## config.mk

```make
export PLATFORM = sky130hd
export DESIGN_NAME = putbits
export DESIGN_NICKNAME = d
export VERILOG_FILES = /design/src/rtl/bitstream_pkg.sv /design/src/rtl/putbits_merge.sv /design/src/rtl/putbits.sv
export SDC_FILE = /design/constraint.sdc
export NUM_CORES = 1
export LEC_CHECK = 0
export CAP_MARGIN = 20
export CELL_PAD_IN_SITES_DETAIL_PLACEMENT = 0
export CELL_PAD_IN_SITES_GLOBAL_PLACEMENT = 1
export CORE_ASPECT_RATIO = 1.2
export CORE_MARGIN = 8
export CORE_UTILIZATION = 46
export CTS_CLUSTER_DIAMETER = 150
export DETAILED_ROUTE_END_ITERATION = 16
export GPL_TIMING_DRIVEN = 0
export PLACE_DENSITY_LB_ADDON = 0.08
export SYNTH_ARGS = -nofsm -noshare
export SYNTH_HDL_FRONTEND = slang
export SYNTH_HIERARCHICAL = 1
export SYNTH_SLANG_ARGS = --single-unit
```

## constraint.sdc

```tcl
create_clock -name clk -period 5.7 [get_ports clk]
set_input_delay 0.57 -clock clk [delete_from_list [all_inputs] [get_ports clk]]
set_output_delay 0.57 -clock clk [all_outputs]
set_load 0.02 [all_outputs]
```

## src/rtl/bitstream_pkg.sv

```systemverilog
// Shared bitstream constants, writer FSM states and the code-length clamp
// used by putbits and by getbits/VLD test code.
package bitstream_pkg;

   localparam int WORD_W = 64;
   localparam int CODE_W = 24;
   localparam int LEN_W  = 5;
   localparam int FILL_W = 7;

   typedef enum logic [1:0] {
      RUN   = 2'd0,
      FLUSH = 2'd1,
      DONE  = 2'd2
   } putbits_state_t;

   function automatic logic [LEN_W-1:0] len_clamp(input logic [LEN_W-1:0] len);
      if (len > LEN_W'(CODE_W)) begin
         return LEN_W'(CODE_W);
      end else begin
         return len;
      end
   endfunction

endpackage

```

## src/rtl/putbits_merge.sv

```systemverilog
// Combinational merge of one right-justified code (plus optional byte
// alignment) into the MSB-first word buffer; reports a completed word.
module putbits_merge
   import bitstream_pkg::*;
(
   input  logic [WORD_W-1:0] wbuf,
   input  logic [FILL_W-1:0] fill,
   input  logic [CODE_W-1:0] code,
   input  logic [LEN_W-1:0]  len,
   input  logic              align,
   output logic [WORD_W-1:0] next_wbuf,
   output logic [FILL_W-1:0] next_fill,
   output logic [WORD_W-1:0] word_out,
   output logic              word_done
);

   logic [CODE_W-1:0]   code_mask_s;
   logic [2*WORD_W-1:0] code_ext_s;
   logic [2*WORD_W-1:0] merged_s;
   logic [7:0]          total_s;
   logic [7:0]          padded_s;
   logic [7:0]          shift_s;

   // Buffer bits below fill are always zero, so OR-ing the shifted code and
   // rounding the count up to a byte both yield zero padding for free.
   always_comb begin
      code_mask_s = ~({CODE_W{1'b1}} << len);
      total_s     = {1'b0, fill} + {3'b000, len};
      padded_s    = align ? ((total_s + 8'd7) & 8'hF8) : total_s;
      shift_s     = 8'd128 - total_s;
      code_ext_s  = {{(2*WORD_W-CODE_W){1'b0}}, code & code_mask_s} << shift_s;
      merged_s    = {wbuf, {WORD_W{1'b0}}} | code_ext_s;
      word_out    = merged_s[2*WORD_W-1:WORD_W];
      if (padded_s >= 8'd64) begin
         word_done = 1'b1;
         next_wbuf = merged_s[WORD_W-1:0];
         next_fill = FILL_W'(padded_s - 8'd64);
      end else begin
         word_done = 1'b0;
         next_wbuf = merged_s[2*WORD_W-1:WORD_W];
         next_fill = FILL_W'(padded_s);
      end
   end

endmodule

```

## src/rtl/putbits.sv

```systemverilog
// Bitstream writer: packs MSB-first codes into 64-bit FIFO words with align
// and end-of-stream flush. Define PUTBITS_BITCOUNT_EN to add bit_count.
module putbits
   import bitstream_pkg::*;
(
   input  logic              clk,
   input  logic              rst,
   input  logic              clk_en,
   input  logic              putbits_valid,
   input  logic [CODE_W-1:0] putbits_data,
   input  logic [LEN_W-1:0]  putbits_len,
   input  logic              align,
   input  logic              flush,
   output logic              putbits_ready,
   output logic [WORD_W-1:0] vid_out,
   output logic              vid_out_wr_en,
   input  logic              vid_out_afull,
   output logic              flush_done
`ifdef PUTBITS_BITCOUNT_EN
   ,
   output logic [31:0]       bit_count
`endif
);

   putbits_state_t    state_r;
   logic [WORD_W-1:0] wbuf_r;
   logic [FILL_W-1:0] fill_r;
   logic              ready_r;
   logic [WORD_W-1:0] vid_out_r;
   logic              wr_en_r;
   logic              flush_done_r;

   logic [LEN_W-1:0]  eff_len_s;
   logic              eff_align_s;
   logic [WORD_W-1:0] m_next_wbuf_s;
   logic [FILL_W-1:0] m_next_fill_s;
   logic [WORD_W-1:0] m_word_out_s;
   logic              m_word_done_s;

   // ready_r is only ever high in RUN, so it alone qualifies the code.
   always_comb begin
      eff_len_s   = (ready_r & putbits_valid) ? len_clamp(putbits_len) : 5'd0;
      eff_align_s = ready_r & align;
   end

   putbits_merge u_merge (
      .wbuf      (wbuf_r),
      .fill      (fill_r),
      .code      (putbits_data),
      .len       (eff_len_s),
      .align     (eff_align_s),
      .next_wbuf (m_next_wbuf_s),
      .next_fill (m_next_fill_s),
      .word_out  (m_word_out_s),
      .word_done (m_word_done_s)
   );

   // Writer FSM: accept/merge in RUN, drain the partial word in FLUSH.
   always_ff @(posedge clk or posedge rst) begin
      if (rst) begin
         state_r      <= RUN;
         wbuf_r       <= {WORD_W{1'b0}};
         fill_r       <= 7'd0;
         ready_r      <= 1'b0;
         vid_out_r    <= {WORD_W{1'b0}};
         wr_en_r      <= 1'b0;
         flush_done_r <= 1'b0;
      end else if (!clk_en) begin
         wr_en_r      <= 1'b0;
         flush_done_r <= 1'b0;
      end else begin
         wr_en_r      <= 1'b0;
         flush_done_r <= 1'b0;
         case (state_r)
            RUN: begin
               if (ready_r) begin
                  wbuf_r <= m_next_wbuf_s;
                  fill_r <= m_next_fill_s;
                  if (m_word_done_s) begin
                     vid_out_r <= m_word_out_s;
                     wr_en_r   <= 1'b1;
                  end
               end
               if (ready_r && flush) begin
                  state_r <= FLUSH;
                  ready_r <= 1'b0;
               end else begin
                  ready_r <= ~vid_out_afull;
               end
            end
            FLUSH: begin
               ready_r <= 1'b0;
               if (fill_r == 7'd0) begin
                  state_r      <= DONE;
                  flush_done_r <= 1'b1;
               end else if (!vid_out_afull) begin
                  vid_out_r <= wbuf_r;
                  wr_en_r   <= 1'b1;
                  wbuf_r    <= {WORD_W{1'b0}};
                  fill_r    <= 7'd0;
               end
            end
            DONE: begin
               state_r <= RUN;
               ready_r <= ~vid_out_afull;
            end
            default: begin
               state_r <= RUN;
               ready_r <= 1'b0;
            end
         endcase
      end
   end

`ifdef PUTBITS_BITCOUNT_EN
   logic [31:0] bit_count_r;
   logic [7:0]  added_s;

   // Bits added by this accept, including any byte padding.
   always_comb begin
      added_s = {1'b0, m_next_fill_s} + (m_word_done_s ? 8'd64 : 8'd0) - {1'b0, fill_r};
   end

   // Running count of accepted bits plus align and flush padding.
   always_ff @(posedge clk or posedge rst) begin
      if (rst) begin
         bit_count_r <= 32'd0;
      end else if (clk_en && state_r == RUN && ready_r) begin
         bit_count_r <= bit_count_r + {24'd0, added_s};
      end else if (clk_en && state_r == FLUSH && fill_r != 7'd0 && !vid_out_afull) begin
         bit_count_r <= bit_count_r + {24'd0, 8'd64 - {1'b0, fill_r}};
      end else begin
         bit_count_r <= bit_count_r;
      end
   end

   assign bit_count = bit_count_r;
`endif

   assign putbits_ready = ready_r;
   assign vid_out       = vid_out_r;
   assign vid_out_wr_en = wr_en_r;
   assign flush_done    = flush_done_r;

endmodule

```

# --- Word level (Yosys, flattened, before mapping) ---
# Index checks and enable logic that the tools add are counted.
totals:
  ramBits: 0
  n_memories: 0
  rom_bits: 0
  regBits: 140
  latchBits: 0
  inputBits: 36
  word_cells: 69
  out_inout_bits: 67
op_classes:
  n_div: 0
  reduce_logical: 7
  multipliers: 0
  bitwise: 6
  eq_ne: 8
  add_sub_neg: 4
  shift: 2
  mux: 33
  magnitude_cmp: 2
op_table:
  columns: ["operator", "count"]
  rows:
  - ["$mux W64", 8]
  - ["$pmux W64 S2", 2]
  - ["$or A128 B128 Y128", 1]
  - ["$shl A24 B8 Y128", 1]
  - ["$mux W7", 4]
  - ["$and A24 B24 Y24", 1]
  - ["$not A24 Y24", 1]
  - ["$shl A24 B5 Y24 const A", 1]
  - ["$pmux W7 S2", 1]
  - ["$ne A2 B2 Y1 const B", 6]
  - ["$mux W1", 10]
  - ["$mux W5", 2]
  - ["$add A7 B5 Y8", 1]
  - ["$add A8 B3 Y8 const B", 1]
  - ["$ge A8 B7 Y1 const B", 1]
  - ["$mux W8", 1]
  - ["$sub A8 B8 Y8 const A", 1]
  - ["$logic_not A7 Y1", 1]
  - ["$sub A7 B7 Y7 const B", 1]
  - ["$reduce_and A6 Y1", 1]
  - ["$gt A5 B5 Y1 const B", 1]
  - ["$reduce_and A5 Y1", 1]
  - ["$mux W2", 2]
  - ["$pmux W1 S2", 2]
  - ["other kinds (9)", 10]

# --- Depth between registers and ports, before layout ---
# Gate-level depths: netlist of the first run.
depth:
  word_depth: 12
  depth_mapped: 19
  ltp_nobuf: 17

# --- Cells and area by module ---
# Netlist of the first run, hierarchy kept.
by_module_without_submodules:
  columns: ["module", "cells_each", "area_each_um2", "instances", "seq_area_each_um2"]
  rows:
  - ["putbits", 620, 7098.1, 1, 3503.4]
  - ["putbits_merge", 709, 4657.0, 1, 0.0]

# --- Worst setup path after synthesis of the first run ---
# Ideal clock, no wire load.
synth_timing:
  kind: "input to register"
  startpoint: "input port putbits_valid"
  endpoint: "register vid_out_r[16] (netlist: vid_out[16])"
  path_buffers: 4
  required_ps: 5575
  arrival_time_ps: 4342
  stages: 19
  setup_ps: 125
  setup_slack_ps: 1233
  cell_sequence: "nand2_1 -> a21oi_1 -> and2_1 -> ha_1 -> fa_1 -> a211o_1 -> and2_1 -> nor2_4 -> nand4_1 -> a221oi_1 -> nor3_4 -> inv_4 -> buf_4 -> buf_2 -> nand3b_1 -> a221oi_2 -> buf_6 -> buf_6 -> mux2_4"
synth_between:
  elab_cells_between_ends: 18
  classes_between: "add/sub: 3; order compare: 1; eq/ne: 1; shift: 2; mux: 6; bitwise: 4; reduce/logical: 1"
synth_lines:
  columns: ["item", "line_no", "source"]
  rows:
  - ["from (decl)", "putbits.sv:9", "input logic putbits_valid,"]
  - ["$and A1 B1 Y1 *", "putbits.sv:42", "eff_len_s = (ready_r & putbits_valid) ? len_clamp(putbits_len) : 5'd0;"]
  - ["$mux W5 *", "putbits.sv:42", null]
  - ["net eff_len_s[0]", "putbits.sv:33", "logic [LEN_W-1:0] eff_len_s;"]
  - ["$add A7 B5 Y8 *", "putbits_merge.sv:28", "total_s = {1'b0, fill} + {3'b000, len};"]
  - ["$add A8 B3 Y8", "putbits_merge.sv:29", "padded_s = align ? ((total_s + 8'd7) & 8'hF8) : total_s;"]
  - ["$mux W8 *", "putbits_merge.sv:29", null]
  - ["$ge A8 B7 Y1 *", "putbits_merge.sv:34", "if (padded_s >= 8'd64) begin"]
  - ["$mux W1 *", "putbits_merge.sv:34", null]
  - ["net m_word_done_s", "putbits.sv:38", "logic m_word_done_s;"]
  - ["$ne A2 B2 Y1 (no line) *", null, null]
  - ["$reduce_and A6 Y1 (no line) *", null, null]
  - ["to (signal assigned)", "putbits.sv:65", "vid_out_r <= {WORD_W{1'b0}};"]
  - ["to (signal assigned)", "putbits.sv:80", "vid_out_r <= m_word_out_s;"]
  - ["to (signal assigned)", "putbits.sv:97", "vid_out_r <= wbuf_r;"]
  - ["to (decl)", "putbits.sv:29", "logic [WORD_W-1:0] vid_out_r;"]
# The timed path passes the listed nets; every way through them passes the cells marked *. The select of a mux whose other input is x is not followed.
# A chain may end at the register's enable or synchronous reset.

# --- Worst setup path after layout of the first run ---
layout_timing:
  startpoint: "input port putbits_valid"
  endpoint: "register vid_out_r[59] (netlist: vid_out[59])"
layout_between:
  elab_chain_len: 10
  elab_cells_between_ends: 18
  classes_between: "add/sub: 3; order compare: 1; eq/ne: 1; shift: 2; mux: 6; bitwise: 4; reduce/logical: 1"
layout_lines:
  columns: ["item", "line_no", "source"]
  rows:
  - ["$and A1 B1 Y1 *", "putbits.sv:42", null]
  - ["$mux W5 *", "putbits.sv:42", null]
  - ["net eff_len_s[0]", "putbits.sv:33", null]
  - ["parallel branches: the longest is 3 deep, another holds $add A7 B5 Y8", null, null]
  - ["$shl A24 B8 Y128 *", "putbits_merge.sv:31", "code_ext_s = {{(2*WORD_W-CODE_W){1'b0}}, code & code_mask_s} << shift_s;"]
  - ["$or A128 B128 Y128 *", "putbits_merge.sv:32", "merged_s = {wbuf, {WORD_W{1'b0}}} | code_ext_s;"]
  - ["net m_word_out_s[59]", "putbits.sv:37", "logic [WORD_W-1:0] m_word_out_s;"]
  - ["$mux W64 *", "putbits.sv:79", "if (m_word_done_s) begin"]
  - ["$mux W64 *", "putbits.sv:76", "if (ready_r) begin"]
  - ["$pmux W64 S2 *", "putbits.sv:74", "case (state_r)"]
# Mark *: on every way through the listed nets, which the timed path passes. The select of a mux whose other input is x is not followed.

==> reports/metrics.sh, run 1 <==
WIRELENGTH_UM=43800
LAYOUT_COMMONEST_CELL='sky130_fd_sc_hd__dfrtp_1'
CP_TOP_FAMILY='buffers and inverters'
TIGHTESTPINTRANSITION_NS=1.18
CAP_VIOLATIONS=0
WORST_PATH_BUFFER_PLUS_INVERTER_COUNT=5
SYNTH-SEQ-AREA-SHARE_PCT=29.8
PATH_CELLS='clkdlybuf4s50_1 > nand2_1 > a21oi_1 > and2_1 > ha_1 > fa_1 > inv_1 > ha_1 > buf_2 > buf_2 > clkbuf_1 > o21ai_0 > o22ai_2 > mux2i_1 > o21ai_1 > mux2i_1 > a21o_1 > mux2_2 > mux2_1'
POST_SYNTH.CELL_AREA_AVG_UM2=8.85
FINISH.INSTANCE_AREA_UM2=13900
REPORT.FINAL.SETUP_VIOL=0
WORST_PATH_MAX_DELAY_CELL='sky130_fd_sc_hd__clkdlybuf4s50_1'
NUMBER_OF_ANTENNA_REPAIR_DIODES=0
DETAILED_PLACE.AREA_UM2=13200
SYNTH_LARGEST_TYPE_AREA_FRACTION_PCT=29.8
GROUTE.USAGE.OVERALL_PCT=28.2
SYNTH.AREA.TOP_CELLS='sky130_fd_sc_hd__dfrtp_1 30%, sky130_fd_sc_hd__mux2_2 7.9%, sky130_fd_sc_hd__mux2_4 6.4%'
HOLD-WORST-SLACK_NS=0.487
GRT_OVERFLOW=0
CLOCK-SINKS=140
WIRE_PER_INST_UM=24.4
HOLD_VIOLATIONS=0
ASYNCSETRESETFLOPFRACSYNTH_PCT=100
NUMCTSBUFFERS=17
DIE_AREA_UM2=30900
CTS_ROOT_BUF='sky130_fd_sc_hd__clkbuf_16'
FIRSTDRTPASSITERS=5
MOST-COMMON-LAYOUT-CELLS='140 x sky130_fd_sc_hd__dfrtp_1, 138 x sky130_fd_sc_hd__nand2_1, 102 x sky130_fd_sc_hd__clkdlybuf4s50_1, 82 x sky130_fd_sc_hd__mux2_2, 77 x sky130_fd_sc_hd__inv_1'
FIRST_GLOBAL_VIAS=11600
CRITICAL_PATH.MAX_STAGE_DELAY_NS=0.49
POSTSYNTHCELLCOUNT=1329
TIMING.FINAL.WS_SETUP_NS=0.254
SYNTH_FF_TYPE='sky130_fd_sc_hd__dfrtp_1'
NUMBER_OF_DISTINCT_LIBRARY_CELLS_AFTER_SYNTHESIS=84
FMAXACHIEVABLE_MHz=184
REPORT.FINAL.SLEW_VIOL_COUNT=0
WORST_HOLD_PATH_CLASS='reg2reg'
DESIGN.CORE.AREA_UM2=25300
ROUTE.DETAILED.DRC=0
DETAILEDPLACEMENTHPWL_UM=32800
DRIVE_ABOVE_1_SHARE_PCT=17.2
STARTPOINT_TYPE='input port'
AREA_DELTA_SYNTH_FINAL_PCT=18.4
DR.FIRST_ITER.DRC_COUNT=1016
DIE_W_UM=162
CLK-INSERTION-DELAY-LATE_NS=0.44
SYNTH_ENABLE_FLOP_CELLS=0
LARGEST_NET_DEGREE_AT_THE_START_OF_GLOBAL_ROUTING=92
YS.WARNINGS.COUNT=6
DR_TOTAL_VIAS=11500
FINAL_PERIOD_MINUS_WORST_SETUP_SLACK_NS=5.45
ANTENNA_FOUND_INITIAL=0
CRITICAL_PATH_ARRIVAL_NS=5.76
GP_CONGESTION=0.951
POSTSYNTHNETCOUNT=1372
POST-CTS-SETUP-BUFFER-COUNT=0
SYNTH_AREA_LEADER_CELL='sky130_fd_sc_hd__dfrtp_1'
FLOORPLAN.DIE.HEIGHT_UM=191
RELSLEWSLACK_PCT=21.5
N_FILL_CELL=2452
LAYOUT.NETS=1495
STATUS='complete, no violations'
CRITPATHMAXFANOUT=10
IO_BUFFER_COUNT=102
PATH_CLK_SLEW_NS=0.06
CRITICAL_PATH.ENDPOINT_TYPE='flop'
PATH_CLASS='in2reg'
GRT_PASS1_WL_UM=68200
NETLIST_AREA_UM2=11800
BOUNDARYPINS=103
FLOORPLAN.INITIALDENSITY_PCT=46.5
ANT_NETS=0
HOLD_BUFFERS=0
ROWS=64
POSTSYNTHREGISTERBITS=140
TIMING.CLOCK.SKEW_NS=0.00972
TRITONCTS_CLOCK_TREE='yes'
CTS_BUFFER_DEPTH=2
CP.REQUIRED_NS=6.02
FINAL.PERIOD_UTILIZATION_PCT=95.5
HTREEDEPTH=4
DP_WORST_SLACK_NS=-0.658
POST_DRT_VIA_CELL_RATIO=6.42
cells by family after synthesis:
family / Yosys count / share of synthesized area, %
XOR/XNOR: 14 / 1.17
multiplexers: 188 / 19.7
AND/OR/NAND/NOR: 378 / 16.4
adder cells (fa/ha/maj): 7 / 0.809
flip-flops: 140 / 29.8
AO/OA/AOI/OAI: 411 / 24.8
buffers and inverters: 191 / 7.28
sequential cells by signal, summed over array words and instances (netlist names):
signal and cells:
wbuf_r 64, putbits_ready 1, vid_out_wr_en 1, fill_r 7
state_r 2, flush_done 1, vid_out 64
routing by layer:
metal / track usage [%] / vias to the layer above / wire length, um
met2: 47.7 / 511 / 21200
met1: 33.9 / 5668 / 17700
li1: - / 5234 / -
met4: 14.8 / 0 / 2140
met3: 4.87 / 106 / 2800
met5: 0 / - / 0
cell usage after synthesis, types with 26 or more instances:
cell type                  count
sky130_fd_sc_hd__o21ai_0      58
sky130_fd_sc_hd__nand2_1     138
sky130_fd_sc_hd__o211ai_1     74
sky130_fd_sc_hd__nand4_1      70
sky130_fd_sc_hd__buf_2        38
sky130_fd_sc_hd__clkbuf_1     47
sky130_fd_sc_hd__a22o_1       26
sky130_fd_sc_hd__inv_1        78
sky130_fd_sc_hd__a21oi_1      51
sky130_fd_sc_hd__o22ai_1      35
sky130_fd_sc_hd__a21o_1       46
sky130_fd_sc_hd__mux2_2       82
sky130_fd_sc_hd__mux2_4       50
sky130_fd_sc_hd__nor2_1       47
sky130_fd_sc_hd__dfrtp_1     140
sky130_fd_sc_hd__mux2i_1      36
final timing paths:
check / startpoint / to / slack [ns] / cells past startpoint
worst max-delay path: putbits_valid / vid_out[59] / 0.25 / 19
worst min-delay path: vid_out[5] / vid_out[5] / 0.49 / 1
worst max register to register: putbits_ready / vid_out[59] / 0.27 / 18
worst min register to register: vid_out[5] / vid_out[5] / 0.49 / 1
max in group asynchronous: rst / vid_out[9] / 4.31 / 3
min in group asynchronous: rst / vid_out[27] / 0.55 / 2
repair_timing:
action	CTS	global route
resized for setup	4	4
setup endpoints to repair	7	64
pin swaps	0	0
endpoints found under the hold margin	0	0
per-stage QoR:
stage	util (%)	cells	setup TNS, ns
after global routing	55.0	1793	-0.0284
after CTS	54.9	1793	0
after global placement	52.1	1761	-152.82
final	55.0	1793	0
after floorplan	-	1329	0
after detailed placement	52.3	1763	-17.95
cell type report:
class / instances / area [um2] / share of cell area [%]
Buffer: 110 / 551 / 3.95
Clock buffer: 19 / 443 / 3.18
Clock inverter: 11 / 218 / 1.56
Inverter: 80 / 308 / 2.21
Multi-Input combinational cell: 998 / 7420 / 53.3
Sequential cell: 140 / 3500 / 25.2
Tap cell: 330 / 413 / 2.97
Timing Repair Buffer: 105 / 1060 / 7.64
Power of run 1 is left out: the tool's default activity adds up to more than one toggle a clock period on the data nets, which glitch-free logic cannot reach.
==> inputs of run 2 (changes only) <==
- HOLD_SLACK_MARGIN: not set -> 0.05
==> results of run 2 <==
Final layout, timing and power as in run 1 (identical DEF).
Power of run 2 is left out for the same reason.
